<file path="config.mk">
export PLATFORM = sky130hd
export DESIGN_NAME = apb_demux_timeout_flat
export DESIGN_NICKNAME = d
export VERILOG_FILES = /design/src/rtl/apb_demux_pkg.sv /design/src/rtl/apb_demux_timeout_if.sv /design/src/rtl/apb_addr_decode.sv /design/src/rtl/apb_demux_timeout.sv /design/src/flat_wrapper.sv
export SDC_FILE = /design/constraint.sdc
export NUM_CORES = 1
export LEC_CHECK = 0
export CORE_AREA = 2 2 220 222
export DETAILED_ROUTE_END_ITERATION = 12
export DIE_AREA = 0 0 222 224
export PLACE_DENSITY = 0.51
export SYNTH_ARGS = -nofsm -noshare
export SYNTH_HDL_FRONTEND = slang
export SYNTH_SLANG_ARGS = --single-unit
export TNS_END_PERCENT = 30
</file>
<file path="constraint.sdc">
create_clock -name clk_i -period 4.1 [get_ports clk_i]
set_input_delay 0.615 -clock clk_i [delete_from_list [all_inputs] [get_ports clk_i]]
set_output_delay 0.615 -clock clk_i [all_outputs]
set_load 0.02 [all_outputs]
</file>
<file path="src/rtl/apb_demux_pkg.sv">
// Shared types and constants for the APB fan-out stage with downstream timeout.
package apb_demux_pkg;

    typedef enum logic [2:0] {
        IDLE   = 3'd0,
        SETUP  = 3'd1,
        ACCESS = 3'd2,
        RESP   = 3'd3,
        ERR    = 3'd4
    } state_t;

    localparam int unsigned MAX_DATA_WIDTH = 1024;

    // Read data returned on decode errors and timeouts; cast down to the bus width at use.
    localparam logic [MAX_DATA_WIDTH-1:0] ERR_RDATA = '0;

    // Slave index width, never zero so a single-slave build still has a legal vector.
    function automatic int unsigned idx_width(input int unsigned nb);
        return (nb > 1) ? $clog2(nb) : 1;
    endfunction

    // Wait counter width able to hold TIMEOUT_CYCLES; one bit when the timeout is disabled.
    function automatic int unsigned cnt_width(input int unsigned timeout);
        return (timeout > 0) ? $clog2(timeout + 1) : 1;
    endfunction

endpackage

</file>
<file path="src/rtl/apb_demux_timeout_if.sv">
// APB bus bundle; NSEL selects wide (1 upstream, NB_SLAVES downstream) with per-select responses.
interface apb_demux_timeout_if #(
    parameter int unsigned AW   = 32,
    parameter int unsigned DW   = 32,
    parameter int unsigned NSEL = 1
);
    logic [NSEL-1:0]         psel;
    logic                    penable;
    logic                    pwrite;
    logic [AW-1:0]           paddr;
    logic [DW-1:0]           pwdata;
    logic [NSEL-1:0][DW-1:0] prdata;
    logic [NSEL-1:0]         pready;
    logic [NSEL-1:0]         pslverr;

    modport master (
        output psel, penable, pwrite, paddr, pwdata,
        input  prdata, pready, pslverr
    );

    modport slave (
        input  psel, penable, pwrite, paddr, pwdata,
        output prdata, pready, pslverr
    );
endinterface

</file>
<file path="src/rtl/apb_addr_decode.sv">
// Combinational region decoder: inclusive unsigned range match, lowest index wins.
module apb_addr_decode
    import apb_demux_pkg::*;
#(
    parameter int unsigned NB_SLAVES  = 4,
    parameter int unsigned ADDR_WIDTH = 32,
    localparam int unsigned IDX_W     = idx_width(NB_SLAVES)
) (
    input  logic [ADDR_WIDTH-1:0]                 addr,
    input  logic [NB_SLAVES-1:0][ADDR_WIDTH-1:0]  start_addr,
    input  logic [NB_SLAVES-1:0][ADDR_WIDTH-1:0]  end_addr,
    output logic                                  hit_c,
    output logic [IDX_W-1:0]                      idx_c,
    output logic [NB_SLAVES-1:0]                  sel_c
);

    // Scan from the top so the lowest matching index is the one left standing.
    always_comb begin
        hit_c = 1'b0;
        idx_c = '0;
        sel_c = '0;
        for (int i = int'(NB_SLAVES) - 1; i >= 0; i--) begin
            if ((addr >= start_addr[i]) && (addr <= end_addr[i])) begin
                hit_c    = 1'b1;
                idx_c    = IDX_W'(i);
                sel_c    = '0;
                sel_c[i] = 1'b1;
            end
        end
    end

endmodule

</file>
<file path="src/rtl/apb_demux_timeout.sv">
// Registered APB 1-to-N demux; unmapped addresses and stalled slaves are answered with PSLVERR.
module apb_demux_timeout
    import apb_demux_pkg::*;
#(
    parameter int unsigned APB_ADDR_WIDTH = 32,
    parameter int unsigned APB_DATA_WIDTH = 32,
    parameter int unsigned NB_SLAVES      = 4,
    parameter int unsigned TIMEOUT_CYCLES = 16
) (
    input  logic                                     clk_i,
    input  logic                                     rst_ni,
    input  logic [NB_SLAVES-1:0][APB_ADDR_WIDTH-1:0] start_addr_i,
    input  logic [NB_SLAVES-1:0][APB_ADDR_WIDTH-1:0] end_addr_i,
    apb_demux_timeout_if.slave                       s_apb,
    apb_demux_timeout_if.master                      m_apb
);

    localparam int unsigned IDX_W = idx_width(NB_SLAVES);
    localparam int unsigned CNT_W = cnt_width(TIMEOUT_CYCLES);

    state_t                    state;
    logic [IDX_W-1:0]          idx_q;
    logic [CNT_W-1:0]          cnt_q;

    logic [NB_SLAVES-1:0]      m_psel_q;
    logic                      m_penable_q;
    logic                      m_pwrite_q;
    logic [APB_ADDR_WIDTH-1:0] m_paddr_q;
    logic [APB_DATA_WIDTH-1:0] m_pwdata_q;

    logic                      s_pready_q;
    logic                      s_pslverr_q;
    logic [APB_DATA_WIDTH-1:0] s_prdata_q;

    logic                      dec_hit_c;
    logic [IDX_W-1:0]          dec_idx_c;
    logic [NB_SLAVES-1:0]      dec_sel_c;
    logic                      capture_c;
    logic                      timeout_c;

    apb_addr_decode #(
        .NB_SLAVES  (NB_SLAVES),
        .ADDR_WIDTH (APB_ADDR_WIDTH)
    ) u_decode (
        .addr       (s_apb.paddr),
        .start_addr (start_addr_i),
        .end_addr   (end_addr_i),
        .hit_c      (dec_hit_c),
        .idx_c      (dec_idx_c),
        .sel_c      (dec_sel_c)
    );

    assign capture_c = s_apb.psel[0] & ~s_apb.penable;
    assign timeout_c = (TIMEOUT_CYCLES != 0) && (cnt_q == CNT_W'(TIMEOUT_CYCLES - 1));

    // Transfer FSM; every bus output is a register updated on the transition into its state.
    always_ff @(posedge clk_i) begin
        if (!rst_ni) begin
            state       <= IDLE;
            idx_q       <= '0;
            cnt_q       <= '0;
            m_psel_q    <= '0;
            m_penable_q <= 1'b0;
            m_pwrite_q  <= 1'b0;
            m_paddr_q   <= '0;
            m_pwdata_q  <= '0;
            s_pready_q  <= 1'b0;
            s_pslverr_q <= 1'b0;
            s_prdata_q  <= '0;
        end else begin
            case (state)
                IDLE: begin
                    if (capture_c) begin
                        m_paddr_q  <= s_apb.paddr;
                        m_pwrite_q <= s_apb.pwrite;
                        m_pwdata_q <= s_apb.pwdata;
                        if (dec_hit_c) begin
                            idx_q    <= dec_idx_c;
                            m_psel_q <= dec_sel_c;
                            cnt_q    <= '0;
                            state    <= SETUP;
                        end else begin
                            s_pready_q  <= 1'b1;
                            s_pslverr_q <= 1'b1;
                            s_prdata_q  <= APB_DATA_WIDTH'(ERR_RDATA);
                            state       <= ERR;
                        end
                    end
                end

                SETUP: begin
                    m_penable_q <= 1'b1;
                    state       <= ACCESS;
                end

                // A response in the final timeout cycle still wins over the abort.
                ACCESS: begin
                    cnt_q <= cnt_q + CNT_W'(1);
                    if (m_apb.pready[idx_q]) begin
                        s_prdata_q  <= m_apb.prdata[idx_q];
                        s_pslverr_q <= m_apb.pslverr[idx_q];
                        s_pready_q  <= 1'b1;
                        m_psel_q    <= '0;
                        m_penable_q <= 1'b0;
                        state       <= RESP;
                    end else if (timeout_c) begin
                        s_prdata_q  <= APB_DATA_WIDTH'(ERR_RDATA);
                        s_pslverr_q <= 1'b1;
                        s_pready_q  <= 1'b1;
                        m_psel_q    <= '0;
                        m_penable_q <= 1'b0;
                        state       <= RESP;
                    end
                end

                RESP, ERR: begin
                    s_pready_q  <= 1'b0;
                    s_pslverr_q <= 1'b0;
                    state       <= IDLE;
                end

                default: begin
                    m_psel_q    <= '0;
                    m_penable_q <= 1'b0;
                    s_pready_q  <= 1'b0;
                    s_pslverr_q <= 1'b0;
                    state       <= IDLE;
                end
            endcase
        end
    end

    assign m_apb.psel    = m_psel_q;
    assign m_apb.penable = m_penable_q;
    assign m_apb.pwrite  = m_pwrite_q;
    assign m_apb.paddr   = m_paddr_q;
    assign m_apb.pwdata  = m_pwdata_q;

    assign s_apb.pready[0]  = s_pready_q;
    assign s_apb.pslverr[0] = s_pslverr_q;
    assign s_apb.prdata[0]  = s_prdata_q;

endmodule

</file>
<file path="src/flat_wrapper.sv">
// flat-port wrapper written by rule: the top's interface ports become plain ports
module apb_demux_timeout_flat import apb_demux_pkg::*;
#(
    parameter int unsigned APB_ADDR_WIDTH = 32,
    parameter int unsigned APB_DATA_WIDTH = 32,
    parameter int unsigned NB_SLAVES      = 4,
    parameter int unsigned TIMEOUT_CYCLES = 16
)
  (clk_i, rst_ni, start_addr_i, end_addr_i, s_apb_psel, s_apb_penable, s_apb_pwrite, s_apb_paddr, s_apb_pwdata, s_apb_prdata, s_apb_pready, s_apb_pslverr, m_apb_psel, m_apb_penable, m_apb_pwrite, m_apb_paddr, m_apb_pwdata, m_apb_prdata, m_apb_pready, m_apb_pslverr);
  apb_demux_timeout_if #(.AW(32), .DW(32), .NSEL(1)) s_apb_i ();
  apb_demux_timeout_if #(.AW(32), .DW(32), .NSEL(4)) m_apb_i ();
  input  logic clk_i;
  input  logic rst_ni;
  input  logic [NB_SLAVES-1:0][APB_ADDR_WIDTH-1:0] start_addr_i;
  input  logic [NB_SLAVES-1:0][APB_ADDR_WIDTH-1:0] end_addr_i;
  input wire logic [$bits(s_apb_i.psel)-1:0] s_apb_psel;
  input wire logic [$bits(s_apb_i.penable)-1:0] s_apb_penable;
  input wire logic [$bits(s_apb_i.pwrite)-1:0] s_apb_pwrite;
  input wire logic [$bits(s_apb_i.paddr)-1:0] s_apb_paddr;
  input wire logic [$bits(s_apb_i.pwdata)-1:0] s_apb_pwdata;
  output wire logic [$bits(s_apb_i.prdata)-1:0] s_apb_prdata;
  output wire logic [$bits(s_apb_i.pready)-1:0] s_apb_pready;
  output wire logic [$bits(s_apb_i.pslverr)-1:0] s_apb_pslverr;
  output wire logic [$bits(m_apb_i.psel)-1:0] m_apb_psel;
  output wire logic [$bits(m_apb_i.penable)-1:0] m_apb_penable;
  output wire logic [$bits(m_apb_i.pwrite)-1:0] m_apb_pwrite;
  output wire logic [$bits(m_apb_i.paddr)-1:0] m_apb_paddr;
  output wire logic [$bits(m_apb_i.pwdata)-1:0] m_apb_pwdata;
  input wire logic [$bits(m_apb_i.prdata)-1:0] m_apb_prdata;
  input wire logic [$bits(m_apb_i.pready)-1:0] m_apb_pready;
  input wire logic [$bits(m_apb_i.pslverr)-1:0] m_apb_pslverr;
  assign s_apb_i.psel = s_apb_psel;
  assign s_apb_i.penable = s_apb_penable;
  assign s_apb_i.pwrite = s_apb_pwrite;
  assign s_apb_i.paddr = s_apb_paddr;
  assign s_apb_i.pwdata = s_apb_pwdata;
  assign s_apb_prdata = s_apb_i.prdata;
  assign s_apb_pready = s_apb_i.pready;
  assign s_apb_pslverr = s_apb_i.pslverr;
  assign m_apb_psel = m_apb_i.psel;
  assign m_apb_penable = m_apb_i.penable;
  assign m_apb_pwrite = m_apb_i.pwrite;
  assign m_apb_paddr = m_apb_i.paddr;
  assign m_apb_pwdata = m_apb_i.pwdata;
  assign m_apb_i.prdata = m_apb_prdata;
  assign m_apb_i.pready = m_apb_pready;
  assign m_apb_i.pslverr = m_apb_pslverr;
  apb_demux_timeout #(.APB_ADDR_WIDTH(APB_ADDR_WIDTH), .APB_DATA_WIDTH(APB_DATA_WIDTH), .NB_SLAVES(NB_SLAVES), .TIMEOUT_CYCLES(TIMEOUT_CYCLES)) u_core (.clk_i(clk_i), .rst_ni(rst_ni), .start_addr_i(start_addr_i), .end_addr_i(end_addr_i), .s_apb(s_apb_i), .m_apb(m_apb_i));
endmodule
</file>
# --- Word level (Yosys, flattened, before mapping) ---
# Index checks and enable logic that the tools add are counted.
totals:
  regBits: 114
  output_inout_bits: 104
  word_cells: 97
  inputBits: 461
op_classes:
  n_eq_ne: 9
  add_sub_neg: 1
  n_lt_le_gt_ge: 9
  mux: 46
  reduce_logical: 16
  bitwise_logic: 5
ops:
  columns: ["op", "count"]
  rows:
  - ["$mux 32", 5]
  - ["$ge 32x32->1", 4]
  - ["$le 32x32->1", 4]
  - ["$bmux 32 s2", 1]
  - ["$pmux 32 s2", 1]
  - ["$mux 4", 8]
  - ["$mux 1", 13]
  - ["$mux 3", 4]
  - ["$pmux 4 s3", 1]
  - ["$reduce_and 4->1", 3]
  - ["$mux 5", 2]
  - ["$pmux 5 s2", 1]
  - ["$pmux 1 s3", 3]
  - ["$pmux 3 s3", 1]
  - ["$mux 2", 4]
  - ["$eq 3x2->1 const B", 2]
  - ["$reduce_and 2->1", 3]
  - ["$reduce_and 3->1", 2]
  - ["$reduce_or 3->1", 2]
  - ["$add 5x1->5 const B", 1]
  - ["$eq 5x4->1 const B", 1]
  - ["$bmux 1 s2", 2]
  - ["$logic_and 1x1->1", 4]
  - ["$ne 2x1->1 const B", 2]
  - ["other kinds (9)", 12]

# --- Longest topological paths before layout ---
# Gate-level depths: netlist of run 1.
depth:
  ltp_word: 9
  depth_mapped: 12
  ltp_nobuf: 11

# --- Modules after synthesis ---
# A second synthesis of run 1 with hierarchy kept.
unflattened:
  hier_cells: 1464
  hier_area_um2: 11631.2
modules_own_cells:
  columns: ["module", "area_per_inst_um2", "n_inst", "seq_area_each_um2", "cells_each"]
  rows:
  - ["apb_addr_decode", 6454.9, 1, 0.0, 898]
  - ["apb_demux_timeout", 5176.2, 1, 2282.2, 566]

# --- Worst setup path after synthesis of run 1 ---
# Ideal clock, no wire load.
synth_path:
  path_kind: "input to register"
  startpoint: "input port start_addr_i[75] (netlist bit)"
  endpoint: "register u_core.s_prdata_q[0] (netlist: u_core.s_apb.prdata[0])"
  stages: 12
  arrival_ns: 2.947
  path_slack_ns: 1.035
  path_buffers: 1
  setup_ns: 0.117
  required_time_ns: 3.983
  path_cell_list: "inv_1 -> ha_1 -> a21oi_1 -> o21ai_1 -> a2111oi_2 -> o21ai_1 -> a2111oi_4 -> o32ai_2 -> nor3_4 -> o211ai_4 -> buf_6 -> a32o_2"
synth_via:
  elab_chain_cells: 7
synth_rtl:
  columns: ["element", "line_no", "text"]
  rows:
  - ["from (decl)", "flat_wrapper.sv:14", "input logic [NB_SLAVES-1:0][APB_ADDR_WIDTH-1:0] start_addr_i;"]
  - ["$ge 32x32->1", "apb_addr_decode.sv:23", "if ((addr >= start_addr[i]) && (addr <= end_addr[i])) begin"]
  - ["$logic_and 1x1->1", "apb_addr_decode.sv:23", null]
  - ["$mux 1 (3 in series)", "apb_addr_decode.sv:23", null]
  - ["$ne 2x2->1 (no source line)", null, null]
  - ["$reduce_and 4->1 (no source line)", null, null]
  - ["to (signal assigned)", "apb_demux_timeout.sv:85", "s_prdata_q <= APB_DATA_WIDTH'(ERR_RDATA);"]
  - ["to (signal assigned)", "apb_demux_timeout.sv:100", "s_prdata_q <= m_apb.prdata[idx_q];"]
  - ["to (signal assigned)", "apb_demux_timeout.sv:107", "s_prdata_q <= APB_DATA_WIDTH'(ERR_RDATA);"]
  - ["to (decl)", "apb_demux_timeout.sv:33", "logic [APB_DATA_WIDTH-1:0] s_prdata_q;"]
# No other way between the ends.
# A chain may end at the register's enable or synchronous reset.

# --- Worst setup path after layout of run 1 ---
layout_path:
  startpoint: "input port s_apb_paddr[28]"
  endpoint: "register u_core.s_prdata_q[30] (netlist: u_core.s_apb.prdata[30])"
layout_via:
  elab_chain_cells: 8
  elab_cells_between_ends: 18
  cone_classes: "8 x order compare; 1 x eq/ne; 4 x mux; 5 x reduce/logical"
layout_rtl:
  columns: ["element", "line_no", "text"]
  rows:
  - ["from (decl)", "flat_wrapper.sv:19", "input wire logic [$bits(s_apb_i.paddr)-1:0] s_apb_paddr;"]
  - ["$ge 32x32->1 or $le 32x32->1 (tied branches)", "apb_addr_decode.sv:23", null]
  - ["$logic_and 1x1->1", "apb_addr_decode.sv:23", null]
  - ["$mux 1 (3 in series)", "apb_addr_decode.sv:23", null]
  - ["$mux 1 *", "apb_addr_decode.sv:23", null]
  - ["$ne 2x2->1 (no source line) *", null, null]
  - ["$reduce_and 4->1 (no source line) *", null, null]
# Mark *: on every way between the ends. The rest lies on a longest branch, timed or not.

==> results of run 1 <==
==> final timing paths <==
kind,depth (start not counted),to,from,slack (ns)
hold / removal,2,u_core.s_apb.pslverr$_SDFFE_PN0P_,u_core.s_apb.pslverr$_SDFFE_PN0P_,0.46
hold reg to reg,2,u_core.s_apb.pslverr$_SDFFE_PN0P_,u_core.s_apb.pslverr$_SDFFE_PN0P_,0.46
setup / recovery,13,u_core.s_apb.prdata[30]$_SDFFE_PN0P_,s_apb_paddr[28],0.26
setup reg to reg,4,u_core.s_apb.prdata[23]$_SDFFE_PN0P_,u_core.state[1]$_SDFFE_PN0P_,1.40
==> power groups by stage <==
stage	Clock (W)	Combinational (W)	Sequential [W]
final	0.00158	0.00191	0.00125
after global routing	0.00168	0.00210	0.00126
after CTS	0.00163	0.00193	0.00125
after detailed placement	0	0.00192	0.00127
after global placement	0	0.00190	0.00127
after floorplan	0	0.000820	0.00136
==> state kept, by name (all words and copies together), names as in the netlist <==
signal,count
u_core.cnt_q,5
u_core.state,3
u_core.m_apb.penable,1
u_core.m_apb.pwrite,1
u_core.m_apb.pwdata,32
u_core.s_apb.pslverr,1
u_core.idx_q,2
u_core.m_apb.psel,4
u_core.s_apb.pready,1
u_core.s_apb.prdata,32
u_core.m_apb.paddr,32
==> worst register-to-register path, cell delays in order (launching register included) <==
cell and delay, ns:
dfxtp_1 0.58, clkinv_1 0.34, nor2_1 0.40, and3_1 1.08
a32o_1 0.25
==> area by class of cell <==
type	count	area [um2]	share of cell area [%]
Antenna cell	6	15.01	0.07965
Clock buffer	18	439.2	2.330
Clock inverter	14	168.9	0.8961
Inverter	260	975.9	5.178
Multi-Input combinational cell	984	8036	42.64
Sequential cell	114	2283	12.11
Tap cell	615	769.5	4.082
Timing Repair Buffer	628	6161	32.69
==> stage by stage <==
stage / setup TNS [ns] / area, um2 / setup slack [ns]
after floorplan: 0 / 11570 / 1.035
after global placement: -7.109 / 18220 / -0.1858
after detailed placement: -11.47 / 18220 / -0.2972
after CTS: 0 / 18830 / 0.1595
after global routing: 0 / 18840 / 0.09100
final: 0 / 18850 / 0.2610
==> layer usage <==
metal	vias to the layer above	share of wire (%)
met5	-	0
met4	0	2.4
met3	47	5.9
met2	379	48
met1	5715	44
li1	6185	-
==> logic make-up (layout without fill, tap and decap cells) <==
family,count (synthesis),count (layout)
flip-flops,114,114
buffers and inverters,305,920
adder cells (fa/ha/maj),258,258
other,0,6
AO/OA/AOI/OAI,328,328
XOR/XNOR,2,2
multiplexers,37,37
AND/OR/NAND/NOR,359,359
==> repair_timing <==
item,in CTS,in global routing
gates resized for setup,0,1
buffers inserted,0,0
setup endpoints to repair,0,1
==> placed cells by master (no fill, tap or decap), drive strengths merged, types with 8 or more instances in the layout <==
cell type,n
inv,267
a32o,32
a31oi,8
a211oi,10
buf,65
clkdlybuf4s50,563
nand4,49
dfxtp,114
nor2,34
ha,258
o21ai,47
nor3,11
nand2b,8
o211ai,8
mux4,34
clkbuf,18
nand2,197
a21o,20
a221oi,8
a21oi,95
nand3,25
a21boi,67
==> impl_metrics.env, run 1 <==
export IMPL_status="complete, no violations"
export IMPL_cts_sinks=114
export IMPL_yosysTopAreaCell="ha_1"
export IMPL_initial_core_util_pct=24.45
export IMPL_viasPerCell=4.671
export IMPL_drive_gt1_share_pct=8.573
export IMPL_rsz0062_at_grt="false"
export IMPL_clkTransAtPathRegs_ns=0.06
export IMPL_grt_max_degree=82
export IMPL_hold_viol=0
export IMPL_worstPathRequired_ns=4.43
export IMPL_slew_violations=0
export IMPL_core_um2=47350
export IMPL_busiest_layer="met2"
export IMPL_area_growth_synth_to_final_pct=62.85
export IMPL_final_util_pct=39.81
export IMPL_grt_usage_pct=20.39
export IMPL_p_int_w=0.003115
export IMPL_die_area_um2=49730
export IMPL_syn_avg_cell_area_um2=8.250
export IMPL_ys_flop_type="dfxtp_1"
export IMPL_worst_path_max_delay_cell="nor4_1"
export IMPL_yosysSeqAreaShare_pct=19.72
export IMPL_worstMarginPinSlew_ns=1.283
export IMPL_hpwl_um=44040
export IMPL_holdBufCountCts=0
export IMPL_first_iter_violations=476
export IMPL_gr_usage_met3_pct=5.102
export IMPL_fp_row_count=80
export IMPL_synth_seq_cells=114
export IMPL_total_power_w=0.004734
export IMPL_yosysMostFrequentCell="inv_1"
export IMPL_seq_power_share_pct=26.4
export IMPL_leakage_nw=8.668
export IMPL_path_cells="clkdlybuf4s50_1, buf_4, ha_1, nand4_1, nor4_1, buf_4, o21ai_0, a31oi_1, o32ai_2, nor3_4, o211ai_4, buf_12, a32o_2"
export IMPL_cts_inserted_buffers=17
export IMPL_fp_dieW_um=222
export IMPL_syn_inst=1403
export IMPL_root_buffer="clkbuf_16"
export IMPL_cts_tree="built"
export IMPL_relSlewSlack_pct=14.45
export IMPL_power_switching_w=0.001618
export IMPL_wirelength_um=51720
export IMPL_critPathBufInv=4
export IMPL_async_flop_share_pct=0
export IMPL_hold_class="reg -> reg"
export IMPL_gr_usage_met2_pct=35.01
export IMPL_synth_edff_count=0
export IMPL_io_pins=565
export IMPL_min_period_ns=3.839
export IMPL_htree_levels=4
export IMPL_gp_congestion=0.8739
export IMPL_clock_path_buffers=2
export IMPL_synthAdderAreaFrac_pct=27.89
export IMPL_drc=0
export IMPL_synth_compound_area_share_pct=20.03
export IMPL_grt_pass1_vias=12750
export IMPL_clock_latency_ns=0.44
export IMPL_dr_pass1_iters=4
export IMPL_slowest_delay_ns=0.68
export IMPL_grt_pass1_wl_um=76340
export IMPL_synth_common_cells="inv_1 (259), ha_1 (258), nand2_1 (197)"
export IMPL_fin_cells=2639
export IMPL_final_antenna_net_count=0
export IMPL_synthXorXnorAreaFrac_pct=0.1513
export IMPL_cp_top_family="buffers and inverters"
export IMPL_antenna_found_initial=7
export IMPL_power_density_nw_per_um2=251.1
export IMPL_muxShareOfSynthArea_pct=6.875
export IMPL_timing_hold_ws_ns=0.4591
export IMPL_worstSetupPathType="in -> reg"
export IMPL_switching_share_pct=34.19
export IMPL_syn_area_um2=11570
export IMPL_setup_viol=0
export IMPL_synth_warnings=0
export IMPL_detail_route_wl_per_cell_um=19.60
export IMPL_crit_path_start_kind="input port"
export IMPL_dp_cells=2601
export IMPL_fill_cells=4884
export IMPL_vias=12330
export IMPL_die_h_um=224
export IMPL_synth_top_family_by_area="adder cells"
export IMPL_yosys_area_share_simple_pct=14.33
export IMPL_yosysTopAreaCellShare_pct=27.89
export IMPL_nNetsFinal=2724
export IMPL_grt_use_met1_pct=25.10
export IMPL_grt_ovfl_total=0
export IMPL_ys_types=66
export IMPL_arrival_ns=4.16
export IMPL_cp_end_kind="flip-flop"
export IMPL_clock_fmax_mhz=260.5
export IMPL_syn_num_nets=2122
export IMPL_synth_area_top_cells="ha_1 (28%), dfxtp_1 (20%), inv_1 (8.4%)"
export IMPL_crit_path_frequent_cell="buf_4"
export IMPL_finalCritPeriodShare_pct=93.63
export IMPL_fin_skew_ns=0.01133
export IMPL_combPwrFrac_pct=40.3
export IMPL_p_clk_share_pct=33.3
export IMPL_vdd_ir_drop_max_mv=0.2942
export IMPL_io_buffers=564
export IMPL_max_cap_violations=0
export IMPL_crit_fanout=32
(Power assumes the default switching activity.)
==> run 2: changes to the inputs <==
--- a/config.mk
+++ b/config.mk
@@ -12,4 +12,4 @@
 export SYNTH_ARGS = -nofsm -noshare
 export SYNTH_HDL_FRONTEND = slang
 export SYNTH_SLANG_ARGS = --single-unit
-export TNS_END_PERCENT = 30
+export TNS_END_PERCENT = 100
==> results of run 2 <==
No change in the layout: final DEF, timing and power equal those of run 1.
==> run 3: changes to the inputs <==
--- a/config.mk
+++ b/config.mk
@@ -12,4 +12,3 @@
 export SYNTH_ARGS = -nofsm -noshare
 export SYNTH_HDL_FRONTEND = slang
 export SYNTH_SLANG_ARGS = --single-unit
-export TNS_END_PERCENT = 100
==> results of run 3 <==
No change in the layout: final DEF, timing and power equal those of run 1.
